==> config.mk <==
export PLATFORM = sky130hd
export DESIGN_NAME = seq_mult_ctrl
export DESIGN_NICKNAME = d
export VERILOG_FILES = /design/src/rtl/seq_mult_ctrl.sv
export SDC_FILE = /design/constraint.sdc
export NUM_CORES = 1
export LEC_CHECK = 0
export ABC_AREA = 1
export CAP_MARGIN = 10
export CORE_AREA = 2 2 39 41
export DETAILED_ROUTE_END_ITERATION = 8
export DIE_AREA = 0 0 41 43
export SYNTH_ARGS = -nofsm -noshare
export SYNTH_HDL_FRONTEND = slang
export SYNTH_SLANG_ARGS = --single-unit
==> constraint.sdc <==
create_clock -name clk -period 2.05 [get_ports clk]
set_clock_uncertainty 0.2 [all_clocks]
set_input_delay 0.615 -clock clk [delete_from_list [all_inputs] [get_ports clk]]
set_output_delay 0.615 -clock clk [all_outputs]
set_load 0.01 [all_outputs]
==> src/rtl/seq_mult_ctrl.sv <==
// ---------------------------------------------------------------------------
// seq_mult_ctrl
//
// Control FSM for a shift-add sequential multiplier. It sequences one
// multiplication as LOAD -> STEPS add/shift steps -> DONE. The step count is
// kept by an external counter, and the last step is flagged by that counter's
// count_check output. Operands are accepted, and the product is returned,
// through a valid/ready handshake.
//
// Optional feature (compile-time macro SEQ_MULT_STEP_CHECK_EN):
//   A shadow step counter cross-checks the external count_check flag. Any
//   misalignment sets a sticky step_err. The error is report-only, so the FSM
//   still leaves CALC on count_check. When the macro is undefined, step_err
//   is tied low.
//
// Ports
//   clk            in   rising-edge clock
//   reset_n        in   asynchronous assert, synchronous release, active low
//   in_valid       in   operands present on the datapath inputs
//   in_ready       out  controller idle and able to accept operands
//   multiplier_lsb in   LSB of the datapath multiplier shift register
//   count_check    in   external step counter is at its last value
//   load           out  one-cycle strobe: capture operands, clear accumulator
//   add_shift      out  step with add (accumulate multiplicand, then shift)
//   shift          out  step without add (shift only)
//   out_valid      out  product valid on the datapath outputs
//   out_ready      in   consumer accepts the product
//   busy           out  operation in progress (LOAD or CALC)
//   step_err       out  sticky step-alignment error (optional feature)
// ---------------------------------------------------------------------------
module seq_mult_ctrl (
  input  logic clk,
  input  logic reset_n,
  input  logic in_valid,
  output logic in_ready,
  input  logic multiplier_lsb,
  input  logic count_check,
  output logic load,
  output logic add_shift,
  output logic shift,
  output logic out_valid,
  input  logic out_ready,
  output logic busy,
  output logic step_err
);

  typedef enum logic [1:0] {
    IDLE = 2'd0,
    LOAD = 2'd1,
    CALC = 2'd2,
    DONE = 2'd3
  } state_t;

  state_t state;
  state_t state_next;

  // -------------------------------------------------------------------------
  // State register
  // -------------------------------------------------------------------------
  // NOTE: sequential state uses non-blocking assignments, so every flop
  // samples pre-edge values and simulation matches the synthesized hardware.
  always_ff @(posedge clk or negedge reset_n) begin
    if (!reset_n) begin
      state <= IDLE;
    end else begin
      state <= state_next;
    end
  end

  // -------------------------------------------------------------------------
  // Next-state logic
  // -------------------------------------------------------------------------
  // NOTE: a default assignment at the top of every always_comb makes each
  // output fully specified on every path, which prevents latch inference.
  always_comb begin
    state_next = state;
    case (state)
      IDLE:    if (in_valid)    state_next = LOAD;
      LOAD:                     state_next = CALC;
      // The step taken while count_check is high is the final one.
      CALC:    if (count_check) state_next = DONE;
      DONE:    if (out_ready)   state_next = IDLE;
      default:                  state_next = IDLE;
    endcase
  end

  // -------------------------------------------------------------------------
  // Output decode
  // -------------------------------------------------------------------------
  // The handshake outputs depend on state only, so in_valid and out_ready
  // never reach in_ready or out_valid combinationally. Within CALC, the step
  // type follows the datapath multiplier LSB of the current cycle.
  always_comb begin
    in_ready  = 1'b0;
    load      = 1'b0;
    add_shift = 1'b0;
    shift     = 1'b0;
    out_valid = 1'b0;
    busy      = 1'b0;
    case (state)
      IDLE: in_ready = 1'b1;
      LOAD: begin
        load = 1'b1;
        busy = 1'b1;
      end
      CALC: begin
        busy      = 1'b1;
        add_shift = multiplier_lsb;
        shift     = ~multiplier_lsb;
      end
      DONE: out_valid = 1'b1;
      default: ;
    endcase
  end

`ifdef SEQ_MULT_STEP_CHECK_EN
  // -------------------------------------------------------------------------
  // Shadow step counter and alignment check
  // -------------------------------------------------------------------------
  localparam int WIDTH_C = 4;
  localparam int STEPS   = 2 ** WIDTH_C;
  localparam logic [WIDTH_C-1:0] LAST_STEP = WIDTH_C'(STEPS - 1);

  logic [WIDTH_C-1:0] shadow_count;
  logic               step_err_q;
  logic               in_calc;

  assign in_calc = (state == CALC);

  // On every step, count_check must be high exactly when the shadow count
  // sits on the last step. A mismatch in either direction is an error.
  always_ff @(posedge clk or negedge reset_n) begin
    if (!reset_n) begin
      shadow_count <= '0;
      step_err_q   <= 1'b0;
    end else begin
      if (state == LOAD) begin
        shadow_count <= '0;
      end else if (in_calc) begin
        shadow_count <= shadow_count + 1'b1;
      end
      if (in_calc && (count_check != (shadow_count == LAST_STEP))) begin
        step_err_q <= 1'b1;
      end
    end
  end

  assign step_err = step_err_q;
`else
  assign step_err = 1'b0;
`endif

endmodule

==> results of run 1 <==
-- metal layers --
metal | wire length (um) | global-route usage [%]
met1 | 165 | 6.13
met2 | 212 | 9.69
met4 | 15 | 8.00
met5 | 0 | 0
met3 | 33 | 3.14
-- worst max-delay path, delay by kind of cell, from the launching register on --
family	cells	cell delay, ns
adders and majority gates	1	0.18
buffers and inverters	2	0.38
DFF	1	0.37
-- timing repair --
item,4_1_cts,5_1_grt
hold buffers,0,0
gates resized for setup,12,8
pin swaps,1,1
setup endpoints to repair,6,6
-- cell type report --
cell class	count	share of cell area [%]
multi-input combinational	18	32.9
tap	16	5.42
inverter	8	8.14
sequential	2	13.6
timing repair buffer	16	33.9
clock buffer	3	6.10
-- stage by stage --
stage	utilization (%)	setup TNS (ns)
after floorplan	-	0
after global placement	26.3	-0.896
after detailed placement	26.3	-0.932
after CTS	27.2	0
after global routing	26.7	-0.00581
final	26.7	0
-- kinds of logic (layout without fill, tap and decap cells) --
logic type | count (synthesis) | after routing | synth area share (%)
flip-flops | 2 | 2 | 24.5
other | 1 | 1 | 1.84
AND/OR/NAND/NOR | 13 | 13 | 30.7
adder cells (fa/ha/maj) | 4 | 4 | 24.5
buffers and inverters | 9 | 27 | 18.4
-- where the power goes --
group | internal (mW) | switching [mW]
combinational | 0.198 | 0.179
clock | 0.0645 | 0.0219
sequential | 0.0622 | 0.0146
total | 0.325 | 0.216
-- path summary, 6_finish.rpt --
| kind | start | end | slack (ns) | cells after the start |
|---|---|---|---|---|
| max | state[0] | load | 0.08 | 3 |
| min | reset_n | state[0] | 0.35 | 1 |
| max reg2reg | state[0] | state[1] | 0.71 | 6 |
| min reg2reg | state[0] | state[0] | 0.42 | 3 |
| max in group asynchronous | reset_n | state[1] | 1.18 | 1 |
| min in group clk | state[0] | state[0] | 0.42 | 3 |
-- layout by cell type, fill, tap and decap left out --
cell type	count
buf_2	1
buf_4	5
clkbuf_2	3
clkbuf_4	3
clkdlybuf4s15_1	1
clkdlybuf4s50_1	4
conb_1	1
dfrtp_1	2
dlygate4sd2_1	2
ha_1	2
ha_2	2
inv_1	7
inv_2	1
nand2_1	8
nand2_2	1
nand3_2	1
nand4_1	2
nor2_1	1
==> out/qor.yml, run 1 <==
clockRootBuffer: "clkbuf_4"
cts_sinks: 2
place_congestion: 0.695
vias: 224
synth_cells: 29
grt_pass1_vias: 208
total_power_mw: 0.540
start_util_pct: 14.7
drv_slew: 0
worstPathMaxFanout: 3
final_area_um2: 369
numPortBuffers: 11
grt_overflow: 0
synth_top_cell_by_area: "dfrtp_1"
p_leak_nw: 0.221
hold_ws_ns: 0.352
yosysTopAreaCellShare_pct: 24.5
dieArea_um2: 1760
io_pins: 13
yosys_most_used_dff: "dfrtp_1"
cap_violations: 0
synth_seq_cells: 2
first_pass_iters: 2
fillers: 170
die_x_um: 41
ant_nets: 0
htreeDepth: 1
fin_crit_ns: 1.97
layout.area.seq_um2: 50.0
ir_drop_mv: 0.509
drive_gt1_share_pct: 36.2
routed_wl_um: 427
worstSetupPathType: "flop to output port"
multiInputGateArea_um2: 121
post_cts_buffers: 0
area_growth_pct: 81.0
clkTransAtPathRegs_ns: 0.03
core-area_um2: 1380
crit_arrival_ns: 1.15
regMostFlops: "state"
grt_pass1_wl_um: 738
crit_required_ns: 1.23
cellPowerDensity_nw_per_um2: 1460
async_flop_share_pct: 100
hpwlAfterDp_um: 372
synth_area_leaders: "dfrtp_1, ha_1, inv_1, nand2_1, nand4_1"
path_cells: "buf_4 > ha_1 > clkdlybuf4s15_1"
biggestRegsByFlops: "state (2)"
hold_class: "primary input to async pin"
ys_seq_area_share_pct: 24.5
ys_warn_count: 0
syn_nets: 39
syn-cell-area_um2: 204
die_height_um: 43
synth.distinct_cells: 10
wl_per_cell_um: 6.78
drtIter0Drc: 1
synth_edf_count: 0
max_freq_ghz: 0.508
yosys-top-cells-count: "inv_1, nand2_1, ha_1, dfrtp_1, nand4_1"
cts_tree: "done"
largest_register_ffs: 2
max_stage_delay_ns: 0.37
worst_slack_ns: 0.0811
numCtsBuffers: 3
dpl_worst_slack_ns: -0.474
grt_max_degree: 4
clock_path_buffers: 2
grt_usage_pct: 6.83
instances_no_fill: 63
worstSetupStartpointType: "flop"
postPlaceCellArea_um2: 364
viasPerCell: 3.56
rows: 14
dp.cells: 60
drcViolationCount: 0
syn_area_per_cell_um2: 7.03
status: "complete, no violations"
finalHoldViolCount: 0
nNetsFinal: 59
setup-violations-final: 0
cpMaxStageDelayCell: "dfrtp_1"
antenna_found_initial: 0
clk_latency_ns: 0.22
finalCritPeriodShare_pct: 96.0
antenna_cells: 0
worstSetupEndpointType: "output port"
(Power assumes the default switching activity.)
==> run 2: changes to the inputs <==
GPL_TIMING_DRIVEN = 0   (was not set)
==> out/qor.yml, run 2 (synthesis results as in run 1) <==
antenna_found_initial: 0  # unchanged
worstSetupStartpointType: "flop"
layout.area.seq_um2: 50.0  # unchanged
rows: 14  # unchanged
wl_per_cell_um: 7.33  # +8.2%
dieArea_um2: 1760  # unchanged
drv_slew: 0  # unchanged
final_cell_mix: "nand2_1, inv_1, clkdlybuf4s50_1"
core-area_um2: 1380  # unchanged
total_power_mw: 0.493  # -8.7%
reg2reg_slack_ns: 0.74  # +0.03 ns
setup-violations-final: 0  # unchanged
path_buf_inv: 3  # +1
antenna_cells: 0  # unchanged
fillers: 159  # -6.5%
holdBufCountCts: 0  # unchanged
htreeDepth: 1  # unchanged
status: "complete, no violations"
crit_required_ns: 1.23  # about the same
path_depth: 5  # +2
regMostFlops: "state"
numCtsBuffers: 3  # unchanged
biggestRegsByFlops: "state (2)"
area_growth_pct: 76.7
grt_pass1_vias: 186  # -11%
io_pins: 13  # unchanged
max_stage_delay_ns: 0.39  # +0.02 ns
first_pass_iters: 1  # -1
grt_max_degree: 5  # +1
path_cells: "buf_4 > ha_4 > inv_1 > nor2_1 > buf_2"
ir_drop_mv: 0.491  # -3.6%
crit_arrival_ns: 1.16  # about the same
worstSetupEndpointType: "output port"
fin_crit_ns: 1.98  # +0.00928 ns
ff2ff_path_depth: 6  # unchanged
worstPathMaxFanout: 4  # +1
cts_sinks: 2  # unchanged
numPortBuffers: 11  # unchanged
routed_wl_um: 440  # +3.0%
cts_tree: "done"
worstSetupPathType: "flop to output port"
rsz0062_at_grt: "no"
whs_path_depth: 2
die_height_um: 43  # unchanged
place_congestion: 0.648  # -6.8%
start_util_pct: 14.7  # unchanged
max_freq_ghz: 0.506  # -0.47%
drcViolationCount: 0  # unchanged
cpMaxStageDelayCell: "dfrtp_1"
multiInputGateArea_um2: 131  # +8.2%
cellPowerDensity_nw_per_um2: 1370  # -6.5%
clk_latency_ns: 0.22  # about the same
clock_path_buffers: 2  # unchanged
grt_pass1_wl_um: 593  # -20%
layout_commonest_cell: "nand2_1"
final_area_um2: 360  # -2.4%
vias: 202  # -9.8%
hold_class: "flop to flop"
drive_gt1_share_pct: 29.5  # -6.6 points
ant_nets: 0  # unchanged
largest_register_ffs: 2  # unchanged
clkTransAtPathRegs_ns: 0.03  # about the same
p_leak_nw: 0.212  # -3.9%
viasPerCell: 3.37  # -5.3%
die_x_um: 41  # unchanged
finalHoldViolCount: 0  # unchanged
grt_overflow: 0  # unchanged
final_util_pct: 26.0  # -0.63 points
clockRootBuffer: "clkbuf_4"
drtIter0Drc: 0  # -1
cap_violations: 0  # unchanged
finalCritPeriodShare_pct: 96.5  # +0.45 points
postPlaceCellArea_um2: 334  # -8.2%
cpLargestDelayFamily: "flip-flops"
hpwlAfterDp_um: 332  # -11%
grt_usage_pct: 5.52  # -1.3 points
nNetsFinal: 56  # -5.1%
run 2: what timing repair did:
action / 4_1_cts / 5_1_grt
endpoints found under the setup margin: 6 / 3
setup buffers: 0 / 1
gates resized for setup: 16 / 5
endpoints found under the hold margin: 0 / 0
run 2: final timing paths:
check,start,end
worst max-delay path,state[1],shift
max in group asynchronous,reset_n,state[0]
worst min-delay path,state[1],state[1]
min in group asynchronous,reset_n,state[1]
worst min register to register,state[1],state[1]
worst max register to register,state[0],state[0]
run 2: area by class of cell:
type                       count  area share [%]
multi-input combinational     18            36.5
timing repair buffer          12            27.4
sequential                     2            13.9
inverter                       8            8.33
clock buffer                   3            6.25
tap                           16            5.56
buffer                         1            2.08
run 2: per-stage QoR:
step | setup TNS [ns] | setup slack, ns | cells | hold WS (ns)
6_report | 0 | 0.0718 | 60 | 0.333
5_1_grt | 0 | 0.00621 | 60 | 0.354
4_1_cts | -0.00665 | -0.00665 | 59 | 0.344
3_5_place_dp | -0.972 | -0.475 | 56 | 0.333
3_3_place_gp | -0.961 | -0.472 | 56 | 0.334
2_1_floorplan | 0 | 0.363 | 29 | 0.119
run 2: tightest hold or removal path: cells and delay by family, from the launching register on:
| kind | cells | cell delay, ns |
|---|---|---|
| flip-flops | 1 | 0.37 |
| AND/OR/NAND/NOR | 2 | 0.13 |
run 2: where the power goes:
group / switching, mW / total (mW) / internal (mW)
clock: 0.0229 / 0.0875 / 0.0646
sequential: 0.0224 / 0.0846 / 0.0622
combinational: 0.169 / 0.321 / 0.153
run 2: per-layer routing:
layer	part of all wire [%]	routed length (um)	GRT usage, %
met1	36	157	3.86
met2	54	239	8.75
met3	9.5	42	1.57
met4	0	0	8.00
met5	0	0	0
==> run 3: changes to the inputs <==
ABC_AREA = not set   (was 1)
==> out/qor.yml, run 3 <==
status: "complete, no violations"
syn_area_per_cell_um2: 10.1  # +43%
place_congestion: 0.564  # -13%
cts_sinks: 2  # unchanged
ant_nets: 0  # unchanged
worst_slack_ns: 0.0588  # -0.0130 ns
rows: 14  # unchanged
drcViolationCount: 0  # unchanged
ys_warn_count: 0  # unchanged
synth_xor_area_share_pct: 0  # unchanged
yosysTopAreaCellShare_pct: 27.6  # +3.0 points
cts_tree: "done"
drive_gt1_share_pct: 41.2  # +12 points
grt_overflow: 0  # unchanged
core-area_um2: 1380  # unchanged
die_x_um: 41  # unchanged
finalCritPeriodShare_pct: 97.1  # +0.63 points
worstSetupPathType: "flop to output port"
p_leak_nw: 0.176  # -17%
htreeDepth: 1  # unchanged
antenna_cells: 0  # unchanged
area_growth_pct: 87.6
hold_ws_ns: 0.353  # +0.0201 ns
start_util_pct: 13.1  # -1.6 points
vias: 169  # -16%
clockRootBuffer: "clkbuf_4"
finalHoldViolCount: 0  # unchanged
drtIter0Drc: 2  # +2
crit_required_ns: 1.23  # about the same
synth.distinct_cells: 10  # unchanged
worstPathMaxFanout: 4  # unchanged
largest_register_ffs: 2  # unchanged
io_pins: 13  # unchanged
synth_area_leaders: "dfrtp_1, ha_1, a221oi_2, inv_1, nor2b_1"
synth_edf_count: 0  # unchanged
async_flop_share_pct: 100  # unchanged
worstSetupEndpointType: "output port"
yosys-top-cells-count: "ha_1, inv_1, dfrtp_1, nor2b_1"
fin_tns_setup_ns: 0  # unchanged
grt_pass1_vias: 143  # -23%
grt_usage_pct: 5.23  # -0.30 points
numPortBuffers: 11  # unchanged
syn_nets: 28  # -28%
layout_commonest_cell: "clkdlybuf4s50_1"
synth_seq_cells: 2  # unchanged
routed_wl_um: 415  # -5.7%
fillers: 159  # unchanged
synth_top_cell_by_area: "dfrtp_1"
ys_seq_area_share_pct: 27.6  # +3.0 points
startpoint: "state[1]"
grt_max_degree: 5  # unchanged
synth_compound_area_share_pct: 13.8  # +14 points
clkTransAtPathRegs_ns: 0.03  # about the same
ff2ff_path_depth: 5  # -1
nNetsFinal: 46  # -18%
max_freq_ghz: 0.502  # -0.65%
drv_slew: 0  # unchanged
biggestRegsByFlops: "state (2)"
synth_fa_ha_area_share_pct: 27.6  # +3.0 points
worstSetupStartpointType: "flop"
viasPerCell: 3.38  # +0.40%
fin_crit_ns: 1.99  # +0.0130 ns
regMostFlops: "state"
dpl_worst_slack_ns: -0.492  # -0.0177 ns
cap_violations: 0  # unchanged
synth_top_family_by_area: "adder cells"
dieArea_um2: 1760  # unchanged
synthMuxAreaShare_pct: 6.21  # +6.2 points
clk_latency_ns: 0.22  # about the same
crit_arrival_ns: 1.18  # +0.02 ns
clock_path_buffers: 2  # unchanged
die_height_um: 43  # unchanged
syn-cell-area_um2: 181  # -11%
grt_pass1_wl_um: 524  # -12%
first_pass_iters: 4  # +3
ir_drop_mv: 0.379  # -23%
antenna_found_initial: 0  # unchanged
cellPowerDensity_nw_per_um2: 1430  # +4.6%
hpwlAfterDp_um: 310  # -6.7%
rsz0062_at_grt: "no"
synth_cells: 18  # -38%
yosys.area_share.simple_pct: 10.3  # -20 points
numCtsBuffers: 3  # unchanged
wl_per_cell_um: 8.30  # +13%
setup-violations-final: 0  # unchanged
hold_class: "primary input to async pin"
yosys_most_used_dff: "dfrtp_1"
rr_startpoint: "state[0]"
## run 3: path summary, 6_finish.rpt
kind | end | slack, ns
setup / recovery | load | 0.06
hold / removal | state[0] | 0.35
setup reg to reg | state[1] | 0.33
hold reg to reg | state[0] | 0.38
max in group asynchronous | state[1] | 1.18
min in group clk | state[0] | 0.38
## run 3: timing repair
action | CTS | global route
gates cloned | 0 | 0
resized for setup | 18 | 4
endpoints found under the setup margin | 6 | 2
endpoints found under the hold margin | 0 | 0
hold buffers | 0 | 0
setup buffers | 0 | 2
## run 3: cell type report
| class | instances | area, um2 | share of cell area, % |
|---|---|---|---|
| plain buffers | 1 | 7.51 | 2.21 |
| clock buffers | 3 | 22.5 | 6.62 |
| flip-flops and latches | 2 | 50.0 | 14.7 |
| well taps | 16 | 20.0 | 5.88 |
| repair buffers | 13 | 101 | 29.8 |
| inverters | 4 | 15.0 | 4.41 |
| multi-input cells | 11 | 124 | 36.4 |
## run 3: worst max-delay path, stage by stage, from the launching register on
cell and delay, ns:
dfrtp_1 0.41, inv_1 0.09, ha_1 0.18, dlygate4sd2_1 0.28
## run 3: report_power, final
group	internal, mW	switching [mW]	leakage [nW]
logic	0.171	0.140	0.139
registers	0.0624	0.0267	0.0237
clock network	0.0647	0.0229	0.0138
total	0.298	0.189	0.176
## run 3: metrics by stage
stage          instances  util (%)  total power [mW]  instance area (um2)
6_report              50      24.6             0.487                  340
5_1_grt               50      24.6             0.531                  340
4_1_cts               48      24.1             0.478                  333
3_5_place_dp          45      22.5             0.412                  312
3_3_place_gp          45      22.5             0.407                  312
2_1_floorplan         18         -             0.261                  181
## run 3: logic make-up after synthesis
kind of cell / Yosys count
other: 1
adders and majority gates: 4
AOI/OAI and AO/OA: 2
muxes: 1
and+or+nand+nor: 3
DFF: 2
buffers and inverters: 5
## run 3: metal layers
| metal | vias up | part of all wire, % | GRT usage (%) |
|---|---|---|---|
| met4 | 0 | 0 | 8.00 |
| met2 | 9 | 45 | 6.56 |
| met5 | - | 0 | 0 |
| met1 | 70 | 40 | 3.55 |
| li1 | 90 | - | - |
| met3 | 0 | 15 | 4.19 |
